### config.mk
export PLATFORM = sky130hd
export DESIGN_NAME = rpn_key_frontend
export DESIGN_NICKNAME = d
export VERILOG_FILES = /design/src/rtl/rpn_pkg.sv /design/src/rtl/rpn_debounce.sv /design/src/rtl/rpn_key_frontend.sv
export SDC_FILE = /design/constraint.sdc
export NUM_CORES = 1
export LEC_CHECK = 0
export CORE_UTILIZATION = 35
export DETAILED_ROUTE_END_ITERATION = 8
export GPL_TIMING_DRIVEN = 1
export HOLD_SLACK_MARGIN = 0.12
export PLACE_DENSITY = 0.65
export RECOVER_POWER = 100
export SLEW_MARGIN = 20
export SYNTH_ARGS = -nofsm -noshare
export SYNTH_HDL_FRONTEND = slang
export SYNTH_HIERARCHICAL = 1
export SYNTH_SLANG_ARGS = --single-unit
### constraint.sdc
create_clock -name clk -period 1.87 [get_ports clk]
set_input_delay 0.374 -clock clk [delete_from_list [all_inputs] [get_ports clk]]
set_output_delay 0.374 -clock clk [all_outputs]
set_load 0.02 [all_outputs]
### src/rtl/rpn_pkg.sv
// Shared types and helpers for the rpncalc key front end.
// The RPNKEY_AUTOREPEAT_EN macro is consumed by rpn_key_frontend.
package rpn_pkg;

    typedef logic [3:0] rpn_op_t;

    typedef enum logic [1:0] {
        IDLE,
        EMIT,
        HELD,
        BLOCK
    } fe_state_t;

    localparam logic [3:0] KEY_NONE = 4'b1111;

    typedef struct packed {
        logic       valid;
        logic [1:0] idx;
    } key_idx_t;

    // Index of the single low key; valid is 0 for none or several low keys.
    function automatic key_idx_t onehot_low_idx(input logic [3:0] keys);
        key_idx_t r;
        r.valid = 1'b1;
        r.idx   = 2'd0;
        case (keys)
            4'b1110: r.idx = 2'd0;
            4'b1101: r.idx = 2'd1;
            4'b1011: r.idx = 2'd2;
            4'b0111: r.idx = 2'd3;
            default: r.valid = 1'b0;
        endcase
        return r;
    endfunction

endpackage

### src/rtl/rpn_debounce.sv
// Two-flop synchronizers for key/mode/val plus a single shared-counter
// debounce filter on the synchronized active-low key vector.
module rpn_debounce
    import rpn_pkg::*;
#(
    parameter int unsigned DEBOUNCE_CYCLES = 16,
    parameter int unsigned VAL_W           = 16
) (
    input  logic             clk,
    input  logic             rst,
    input  logic [3:0]       key_raw,
    input  logic [1:0]       mode_raw,
    input  logic [VAL_W-1:0] val_raw,
    output logic [3:0]       key_db,
    output logic [1:0]       mode_s,
    output logic [VAL_W-1:0] val_s
);

    localparam int unsigned CW = $clog2(DEBOUNCE_CYCLES);
    localparam logic [CW-1:0] CNT_LAST = CW'(DEBOUNCE_CYCLES - 1);

    logic [3:0]       key_m;
    logic [3:0]       key_s;
    logic [1:0]       mode_m;
    logic [VAL_W-1:0] val_m;
    logic [CW-1:0]    cnt;

    // Bring the asynchronous board inputs into the clock domain.
    always_ff @(posedge clk or negedge rst) begin
        if (!rst) begin
            key_m  <= KEY_NONE;
            key_s  <= KEY_NONE;
            mode_m <= '0;
            mode_s <= '0;
            val_m  <= '0;
            val_s  <= '0;
        end else begin
            key_m  <= key_raw;
            key_s  <= key_m;
            mode_m <= mode_raw;
            mode_s <= mode_m;
            val_m  <= val_raw;
            val_s  <= val_m;
        end
    end

    // Adopt a new key vector only after it has differed from the
    // debounced one for DEBOUNCE_CYCLES consecutive cycles.
    always_ff @(posedge clk or negedge rst) begin
        if (!rst) begin
            key_db <= KEY_NONE;
            cnt    <= '0;
        end else if (key_s == key_db) begin
            cnt <= '0;
        end else if (cnt == CNT_LAST) begin
            key_db <= key_s;
            cnt    <= '0;
        end else begin
            cnt <= cnt + CW'(1);
        end
    end

endmodule

### src/rtl/rpn_key_frontend.sv
// Key front end for rpncalc: debounced single-press detection, command
// capture and valid/ready presentation of ({mode, key index}, val).
// Optional feature macro: RPNKEY_AUTOREPEAT_EN (auto-repeat while held).
module rpn_key_frontend
    import rpn_pkg::*;
#(
    parameter int unsigned DEBOUNCE_CYCLES = 16,
    parameter int unsigned VAL_W           = 16
`ifdef RPNKEY_AUTOREPEAT_EN
    , parameter int unsigned REPEAT_CYCLES = 4096
`endif
) (
    input  logic             clk,
    input  logic             rst,
    input  logic [3:0]       key_raw,
    input  logic [1:0]       mode_raw,
    input  logic [VAL_W-1:0] val_raw,
    output logic             cmd_valid,
    input  logic             cmd_ready,
    output logic [3:0]       cmd_op,
    output logic [VAL_W-1:0] cmd_val,
    output logic             multi_err,
    output logic [7:0]       press_cnt
);

    logic [3:0]       key_db;
    logic [3:0]       key_prev;
    logic [1:0]       mode_s;
    logic [VAL_W-1:0] val_s;
    fe_state_t        state;
    fe_state_t        state_next;
    key_idx_t         sel;
    logic             press;
    logic             capture;
    logic             err_next;
    logic             accept;

    rpn_debounce #(
        .DEBOUNCE_CYCLES(DEBOUNCE_CYCLES),
        .VAL_W          (VAL_W)
    ) u_debounce (
        .clk     (clk),
        .rst     (rst),
        .key_raw (key_raw),
        .mode_raw(mode_raw),
        .val_raw (val_raw),
        .key_db  (key_db),
        .mode_s  (mode_s),
        .val_s   (val_s)
    );

    assign sel       = onehot_low_idx(key_db);
    assign press     = (key_prev == KEY_NONE) && (key_db != KEY_NONE);
    assign cmd_valid = (state == EMIT);

`ifdef RPNKEY_AUTOREPEAT_EN
    localparam int unsigned RW = $clog2(REPEAT_CYCLES) + 1;
    localparam logic [RW-1:0] HOLD_LAST = RW'(REPEAT_CYCLES - 1);

    logic [RW-1:0] hold_cnt;
    logic [3:0]    held_key;
    logic          repeat_hit;

    assign repeat_hit = (key_db == held_key) && sel.valid && (hold_cnt == HOLD_LAST);

    // Hold timer: zeroed at every capture so repeats are REPEAT_CYCLES apart;
    // restarts if the held vector changes and saturates while EMIT stalls.
    always_ff @(posedge clk or negedge rst) begin
        if (!rst) begin
            hold_cnt <= '0;
            held_key <= KEY_NONE;
        end else if (capture) begin
            hold_cnt <= '0;
            held_key <= key_db;
        end else if ((state == EMIT || state == HELD) && key_db == held_key && sel.valid) begin
            if (hold_cnt != HOLD_LAST) hold_cnt <= hold_cnt + RW'(1);
        end else begin
            hold_cnt <= '0;
        end
    end
`endif

    // Next-state and strobe decode.
    always_comb begin
        state_next = state;
        capture    = 1'b0;
        err_next   = 1'b0;
        accept     = 1'b0;
        case (state)
            IDLE: begin
                if (press) begin
                    if (sel.valid) begin
                        capture    = 1'b1;
                        state_next = EMIT;
                    end else begin
                        err_next   = 1'b1;
                        state_next = BLOCK;
                    end
                end
            end
            EMIT: begin
                if (cmd_ready) begin
                    accept     = 1'b1;
                    state_next = (key_db == KEY_NONE) ? IDLE : HELD;
                end
            end
            HELD: begin
                if (key_db == KEY_NONE) state_next = IDLE;
`ifdef RPNKEY_AUTOREPEAT_EN
                else if (repeat_hit) begin
                    capture    = 1'b1;
                    state_next = EMIT;
                end
`endif
            end
            BLOCK: begin
                if (key_db == KEY_NONE) state_next = IDLE;
            end
            default: state_next = IDLE;
        endcase
    end

    // State register.
    always_ff @(posedge clk or negedge rst) begin
        if (!rst) state <= IDLE;
        else      state <= state_next;
    end

    // Command capture, error pulse and accepted-command counter.
    always_ff @(posedge clk or negedge rst) begin
        if (!rst) begin
            key_prev  <= KEY_NONE;
            cmd_op    <= '0;
            cmd_val   <= '0;
            multi_err <= 1'b0;
            press_cnt <= '0;
        end else begin
            key_prev  <= key_db;
            multi_err <= err_next;
            if (capture) begin
                cmd_op  <= rpn_op_t'({mode_s, sel.idx});
                cmd_val <= val_s;
            end
            if (accept) press_cnt <= press_cnt + 8'd1;
        end
    end

endmodule

==> impl_summary.md, run 1 <==
Global routing
The global-route wire length before repair is around 8000 um. The via count of the first global-routing pass is 1607. The number of antenna violations at the first check in global routing is 0. The largest net degree at the start of global routing is 44.

For this run the aggregate overflow at the end of global routing stands at 0. The global router's overall resource usage is about an eighth.

Setup path
The worst setup path is launched from a flip-flop. The number of buffers and inverters on the critical path is 1. The largest single stage delay on the critical path is between 700 and 800 ps. The critical path is of the reg -> out type. The cell type of the slowest stage on the worst timing path is dlygate4sd3_1.

The critical path arrival is roughly 1400 ps. The maximum fanout along the worst path is 2. Traced cell by cell, the critical path runs through dlygate4sd3_1. The cell family contributing the most delay on the critical path is buffers and inverters. The critical path capture point type is a primary output. STA puts the critical path data required time at 1500 ps.

Detailed routing
The final route contains 1526 vias. In the final routed layout, each cell accounts on average for roughly 14 um. For this run, design rule violations remaining after detail routing come to 0.

Wires add up to 4670 um. The starting DRC count in detailed routing is 51. The pre-antenna-repair detailed-routing pass consisted of 4 iterations.

The ratio of routed vias to standard cells is around 4.4. The antenna violation net count after detailed routing is 0.

Place
Prior to clock tree synthesis, the placed netlist has a worst setup slack of about 120 ps. The wire-length estimate of the detail-placed layout is 3120 um. After detailed placement, the design holds a cell count of 330.

The area after detailed placement is 3680 um^2. Routability-driven placement finished with a final weighted congestion of just under 0.7. The number of buffers added on ports is 54.

Layout
The top cell types in the final layout, fill and taps aside, are dfrtp_1, dlygate4sd3_1, mux2_1. The sequential cell area in the final layout is 2200 um^2. After routing the design area is 3740 um^2. The layout filler cell count is 757. Cells fill 45.6% of the core in the end.

The ratio of cells with drive above 1 in the final layout is 19.9%. The final net count is roughly 260. The number of cells in the finished layout apart from fillers is 346. The total inserted antenna cells is 0. In the final layout, the multi-input gates occupy 681 um^2. The area added between synthesis and finish is 25.9%. Leaving out fill and tap cells, the most frequent cell in the layout is dfrtp_1.

STA
The worst-case headroom to the max-slew limit is between 30% and 40%. The number of hold violations in the final report came to 0. Timing would allow up to 562 MHz. The clock arrives with 10.5 ps of skew. The routed design could run at a clock period as short as 1780 ps. Setup repair after global routing left no endpoint under its margin. In the final timing run, aggregate negative setup slack is 0 ps. The final critical-path share of the clock period is between 90% and 100%. The transition time at the pin with the least slew margin is between 900 and 1000 ps. Setup violations remaining at the end of the flow were counted as 0. The number of pins with negative max-slew slack in the final report came to 0. Setup slack closes at approximately 89 ps.

Clocking
CTS built an H-tree with a depth of 3. The clock net in this run drives a total of between 80 and 90 sinks. In this run the deepest clock path goes through 2 buffers.

The number of clock buffers inserted by TritonCTS is 9. The number of post-CTS setup repair buffers is 0. The clock slew at the register clock pins of the worst setup and hold paths is 80 ps. TritonCTS built the clock tree. The insertion delay to the later sink of the worst-skew pair is 340 ps. The tree is rooted in a clkbuf_8.

Power
Dividing total power by cell area gives a power density of 1080 nW/um^2. Summed over all cells, the static leakage comes to 1.76 nW. The largest voltage drop on the vdd net is approximately 0.39 mV.

Hold path
The class of the tightest hold or removal check is reg -> reg.

Run
The number of violations of the max-capacitance limit is 0.

Die
From bottom edge to top edge, the die measures 94.2 um. The number of rows in the core area is 33. The total die area is ~8900 um^2. The placeable core region is 8220 um^2. The initial utilization of the core area, before any placement, comes to 36.2%. The overall die width is ~94 um.

For this design the top-level I/O count stands at 55.

Yosys
The number of nets handed over by synthesis was just under 200. The number of standard cells after synthesis is 167. Counting distinct cell types in the post-synthesis netlist gives 34.

Each instance of the synthesized netlist takes up on average 17.8 um^2. In this run, synthesis produced a sequential element count of 87. Sequential elements use 73.8% of the synthesized area. The mapped netlist covers 2980 um^2.

The Yosys step of the flow raised 6 warnings.

Run status
The run finished with clean final reports.
-- synth_stat cells --
cell | number | area, um^2
dfrtp_1 | 71 | 1780
mux2_4 | 19 | 285
dfstp_2 | 16 | 420
xnor2_1 | 7 | 61.3
xor2_1 | 7 | 61.3
mux2_2 | 5 | 56.3
a21oi_1 | 3 | 15.0
nand2_1 | 3 | 11.3
nand3_1 | 3 | 15.0
nand4_1 | 3 | 18.8
and3_1 | 2 | 12.5
buf_6 | 2 | 22.5
ha_1 | 2 | 25.0
nand4b_1 | 2 | 17.5
nor2_1 | 2 | 7.51
nor2b_1 | 2 | 12.5
a21o_1 | 1 | 7.51
a22o_2 | 1 | 10.0
a311oi_1 | 1 | 8.76
a31oi_1 | 1 | 6.26
and2b_2 | 1 | 8.76
and3b_1 | 1 | 8.76
and4_1 | 1 | 8.76
and4_4 | 1 | 11.3
buf_2 | 1 | 5.00
inv_1 | 1 | 3.75
nand2_2 | 1 | 6.26
nor3_1 | 1 | 5.00
nor3b_1 | 1 | 7.51
nor4_2 | 1 | 12.5
nor4_4 | 1 | 21.3
o211ai_2 | 1 | 12.5
o22ai_1 | 1 | 6.26
or3_1 | 1 | 6.26
-- per-layer routing --
metal | routed length [um] | GRT usage [%]
met1 | 2280 | 16.4
met3 | 263 | 5.02
met2 | 2100 | 17.0
met4 | 35 | 5.38
met5 | 0 | 0
-- worst paths after layout --
kind | end | cells after the start | slack [ps] | start
worst max-delay path | cmd_val[7] | 1 | 90 | cmd_val[7]
worst min-delay path | u_debounce/val_s[7] | 0 | 350 | u_debounce/val_m[7]
worst max register to register | cmd_val[11] | 5 | 150 | u_debounce/key_db[2]
worst min register to register | u_debounce/val_s[7] | 0 | 350 | u_debounce/val_m[7]
max in group asynchronous | cmd_val[3] | 3 | 250 | rst
min in group asynchronous | state[1] | 2 | 450 | rst
-- metrics by stage --
step                hold slack, ps  total power, mW
detailed placement             278             3.04
global placement               274             3.02
floorplan                     78.4             2.76
finish                         352             4.05
CTS                            353             4.16
global route                   360             4.31
-- repair_timing --
item	4_1_cts	5_1_grt
hold endpoints to repair	6	0
gates resized for setup	1	2
endpoints found under the setup margin	1	2
hold buffers	1	0
pin swaps	0	0
-- report_power, final --
group / switching [mW] / internal (mW)
Combinational: 0.264 / 0.302
Sequential: 0.212 / 2.17
Clock: 0.627 / 0.475
-- final cells by class --
type,instances,share of cell area (%)
tap,105,3.51
clock inverter,5,0.902
multi-input combinational,76,18.2
inverter,1,0.100
sequential,87,58.7
clock buffer,10,3.41
timing repair buffer,62,15.2
-- flip-flops by register name (all words and copies together), names as in the netlist --
name               count
cmd_val               16
u_debounce/val_m      16
u_debounce/val_s      16
press_cnt              8
cmd_op                 4
key_prev               4
u_debounce/cnt         4
u_debounce/key_db      4
u_debounce/key_m       4
u_debounce/key_s       4
state                  2
u_debounce/mode_m      2
u_debounce/mode_s      2
multi_err              1
-- logic make-up after synthesis --
group	Yosys count	share of synthesized area (%)
fa+ha+maj	2	0.841
simple gates	27	6.43
buf+inv	4	1.05
compound gates	9	2.23
xor+xnor	14	4.12
mux	24	11.5
flops	87	73.8
Note: power is estimated with default switching activity, not from simulation.
==> inputs of run 2 (changes only) <==
Settings changed: CORE_UTILIZATION 35 to 30, PLACE_DENSITY 0.65 to 0.59.
==> run 2 against run 1 <==
  * Non-clock buffer count shrank 2
  * Sequential power about the same
  * Clock power increased by 32%
  * Clock skew shrank 8.8 ps
  * Core utilization down 3.8 points
  * Via count rose by 0.26%
  * Routed wire length up 0.81%
  * Worst hold slack got worse by 1.1 ps
  * Critical path depth increased by 4
  * Critical path type is now reg -> reg
  * Critical endpoint is now cmd_val[9]
==> impl_summary.md, run 2 (same netlist as run 1, synthesis figures left out) <==
Die
The overall die width is 102 um (+7.8%). The starting density of the core was 31.6% (-4.6 points). The number of top-level pins is 55 (unchanged).

The vertical die dimension is 102 um (+7.8%). The number of rows in the core area is 35 (+6.1%). The placeable core region was 9420 um^2 (+15%). The total die area is 10300 um^2 (+16%).

Layout
Leaving out fill and tap cells, the most frequent cells in the layout are dfrtp_1, dlygate4sd3_1, mux2_4. The number of cells in the finished layout apart from fillers is 369 (+6.6%). The total inserted antenna cells is 0 (unchanged). In the final layout, the registers with the most flip-flops are cmd_val x16, u_debounce/val_m x16, u_debounce/val_s x16. The final net count is 262 (-0.76%). The library cell used most frequently in the layout, excluding fill and tap cells, is dfrtp_1. The ratio of cells with drive above 1 in the final layout is 26.7% (+6.7 points). The area added between synthesis and finish is 32.0%.

Global routing
The number of antenna violations at the first check in global routing is 0 (unchanged). The global-route wire length before repair is 7850 um (-1.7%). The via count of the first global-routing pass is 1583 (-1.5%). The global router's overall resource usage is 10.4% (-1.8 points).

The overall overflow remaining after global route is 0 (unchanged). The largest net degree at the start of global routing is 37 (-16%).

STA
The worst-case headroom to the max-slew limit came to 39.0% (-0.17 points). The clock period minus final worst setup slack is 1810 ps (+33.8 ps). The final critical-path share of the clock period is 97.0% (+1.8 points). The number of pins with negative max-slew slack in the final report is 0 (unchanged). The maximum clock frequency is 551 MHz (-1.9%). Setup repair after global routing left no endpoint under its margin.

The number of endpoints failing setup at the final stage is 0 (unchanged). The number of hold violations in the final report is 0 (unchanged). The total negative setup slack was 0 ps (unchanged).

The transition time at the pin with the least slew margin is 915 ps (+2.48 ps). The final setup skew was 1.66 ps (-8.84 ps).

Run
The number of violations of the max-capacitance limit is 0 (unchanged).

Hold path
The worst hold path depth is 0 (unchanged). The sink of the worst hold path is u_debounce/mode_s[1]. The startpoint of the worst hold path is u_debounce/mode_m[1].

The class of the tightest hold or removal check is reg -> reg.

Detailed routing
The total vias in the final route was 1530 (+0.26%). The number of search-and-repair iterations in the first detailed-routing pass came to 3 (-1). The DRC violation count after routing is 0 (unchanged). The average wire length per cell after detail routing is 12.8 um (-5.5%).

The antenna violation net count after detailed routing is 0 (unchanged). The ratio of routed vias to standard cells came to 4.15 (-6.0%). The starting DRC count in detailed routing is 30 (-41%). The total detailed-routing wirelength is 4710 um (+0.81%).

Setup path
The maximum fanout along the worst path is 20 (+18). The launching point of the worst reg2reg path is u_debounce/key_db[2]. The depth of the worst register-to-register path is 5 (unchanged).

The signal on the critical path passes through and4_4, nor4_4, nand2_1, buf_12, mux2_4. The type of element launching the critical path is a flip-flop. The required time of the worst setup path was 2100 ps (+600 ps). The register-to-register setup slack is 60 ps (-90 ps). The critical path arrival was 2040 ps (+630 ps). The largest individual stage delay along the critical path comes from the cell dfstp_1. The critical setup path kind is reg -> reg. The worst stage delay on the critical path was 680 ps (-40 ps).

The terminus of the critical flop-to-flop path is cmd_val[9]. The critical path capture point type is a flip-flop.

Clocking
The clock tree root buffer cell is clkbuf_8. The number of clock buffers inserted by TritonCTS is 9 (unchanged). The number of clock sinks is 87 (unchanged). The number of buffers between clock root and the deepest sink is 2 (unchanged).

The clock slew at the register clock pins of the worst setup and hold paths was 80 ps (about the same). The number of H-tree levels was 3 (unchanged). The insertion delay to the later sink of the worst-skew pair is 340 ps (about the same). The TritonCTS clock tree is done.

Power
The largest voltage drop on the vdd net came to 0.516 mV (+32%). The power per standard cell area is 1120 nW/um^2 (+3.4%). The leakage power was 1.85 nW (+4.8%).

Place
The number of placed instances, taps included was 352 (+6.7%). The routability congestion estimate was 0.641 (-5.4%). The post-DP HPWL is 3070 um (-1.6%). The number of buffers added on ports is 54 (unchanged).

Run status
The run finished with clean final reports.
==> run 2: stage by stage <==
stage	instance area (um^2)	power [mW]	util, %	setup WS [ps]	hold slack [ps]
after detailed placement	3710	3.01	39.4	122	335
after global placement	3710	2.98	39.4	133	332
after floorplan	2980	2.76	-	299	78.4
after global routing	3930	4.62	41.7	0.817	360
final	3930	4.39	41.7	55.7	351
after CTS	3950	4.49	42.0	46.7	350
==> run 2: worst max-delay path, delay by kind of cell, from the launching register on <==
kind | cells | cell delay (ps)
buffers and inverters | 1 | 200
DFF | 1 | 680
muxes | 1 | 320
and+or+nand+nor | 3 | 490
==> run 2: worst max path at each step <==
stage | start | to | slack (ps) | depth (start not counted)
final | u_debounce/key_db[2] | cmd_val[9] | 60 | 5
after global routing | press_cnt[2] | press_cnt[2] | 0.8 | 1
after CTS | press_cnt[2] | press_cnt[2] | 50 | 1
after detailed placement | cmd_ready | press_cnt[5] | 120 | 5
after global placement | cmd_ready | press_cnt[7] | 130 | 5
after floorplan | u_debounce/key_db[3] | cmd_op[2] | 300 | 5
==> run 2: cell type report <==
| class | instances | area, um^2 |
|---|---|---|
| Clock buffer | 10 | 138 |
| Timing Repair Buffer | 60 | 598 |
| Sequential cell | 87 | 2200 |
| Tap cell | 129 | 161 |
| Multi-Input combinational cell | 76 | 738 |
| Fill cell | 869 | 5490 |
| Inverter | 1 | 3.75 |
| Clock inverter | 6 | 92.6 |
==> run 2: report_power, final <==
group          total [mW]  internal (mW)  switching, mW
Sequential           2.39           2.16          0.230
Clock                1.45          0.796          0.658
Combinational       0.542          0.299          0.244
==> run 2: what timing repair did <==
item,CTS,global route
buffers inserted,0,0
hold buffers,1,0
endpoints found under the hold margin,17,0
gates resized for setup,2,0
setup endpoints to repair,1,0
==> run 2: routing by layer <==
layer | wire (um) | GRT usage [%]
met1 | 2250 | 13.5
met3 | 275 | 4.76
met2 | 2130 | 15.3
met4 | 61 | 3.68
met5 | 0 | 0
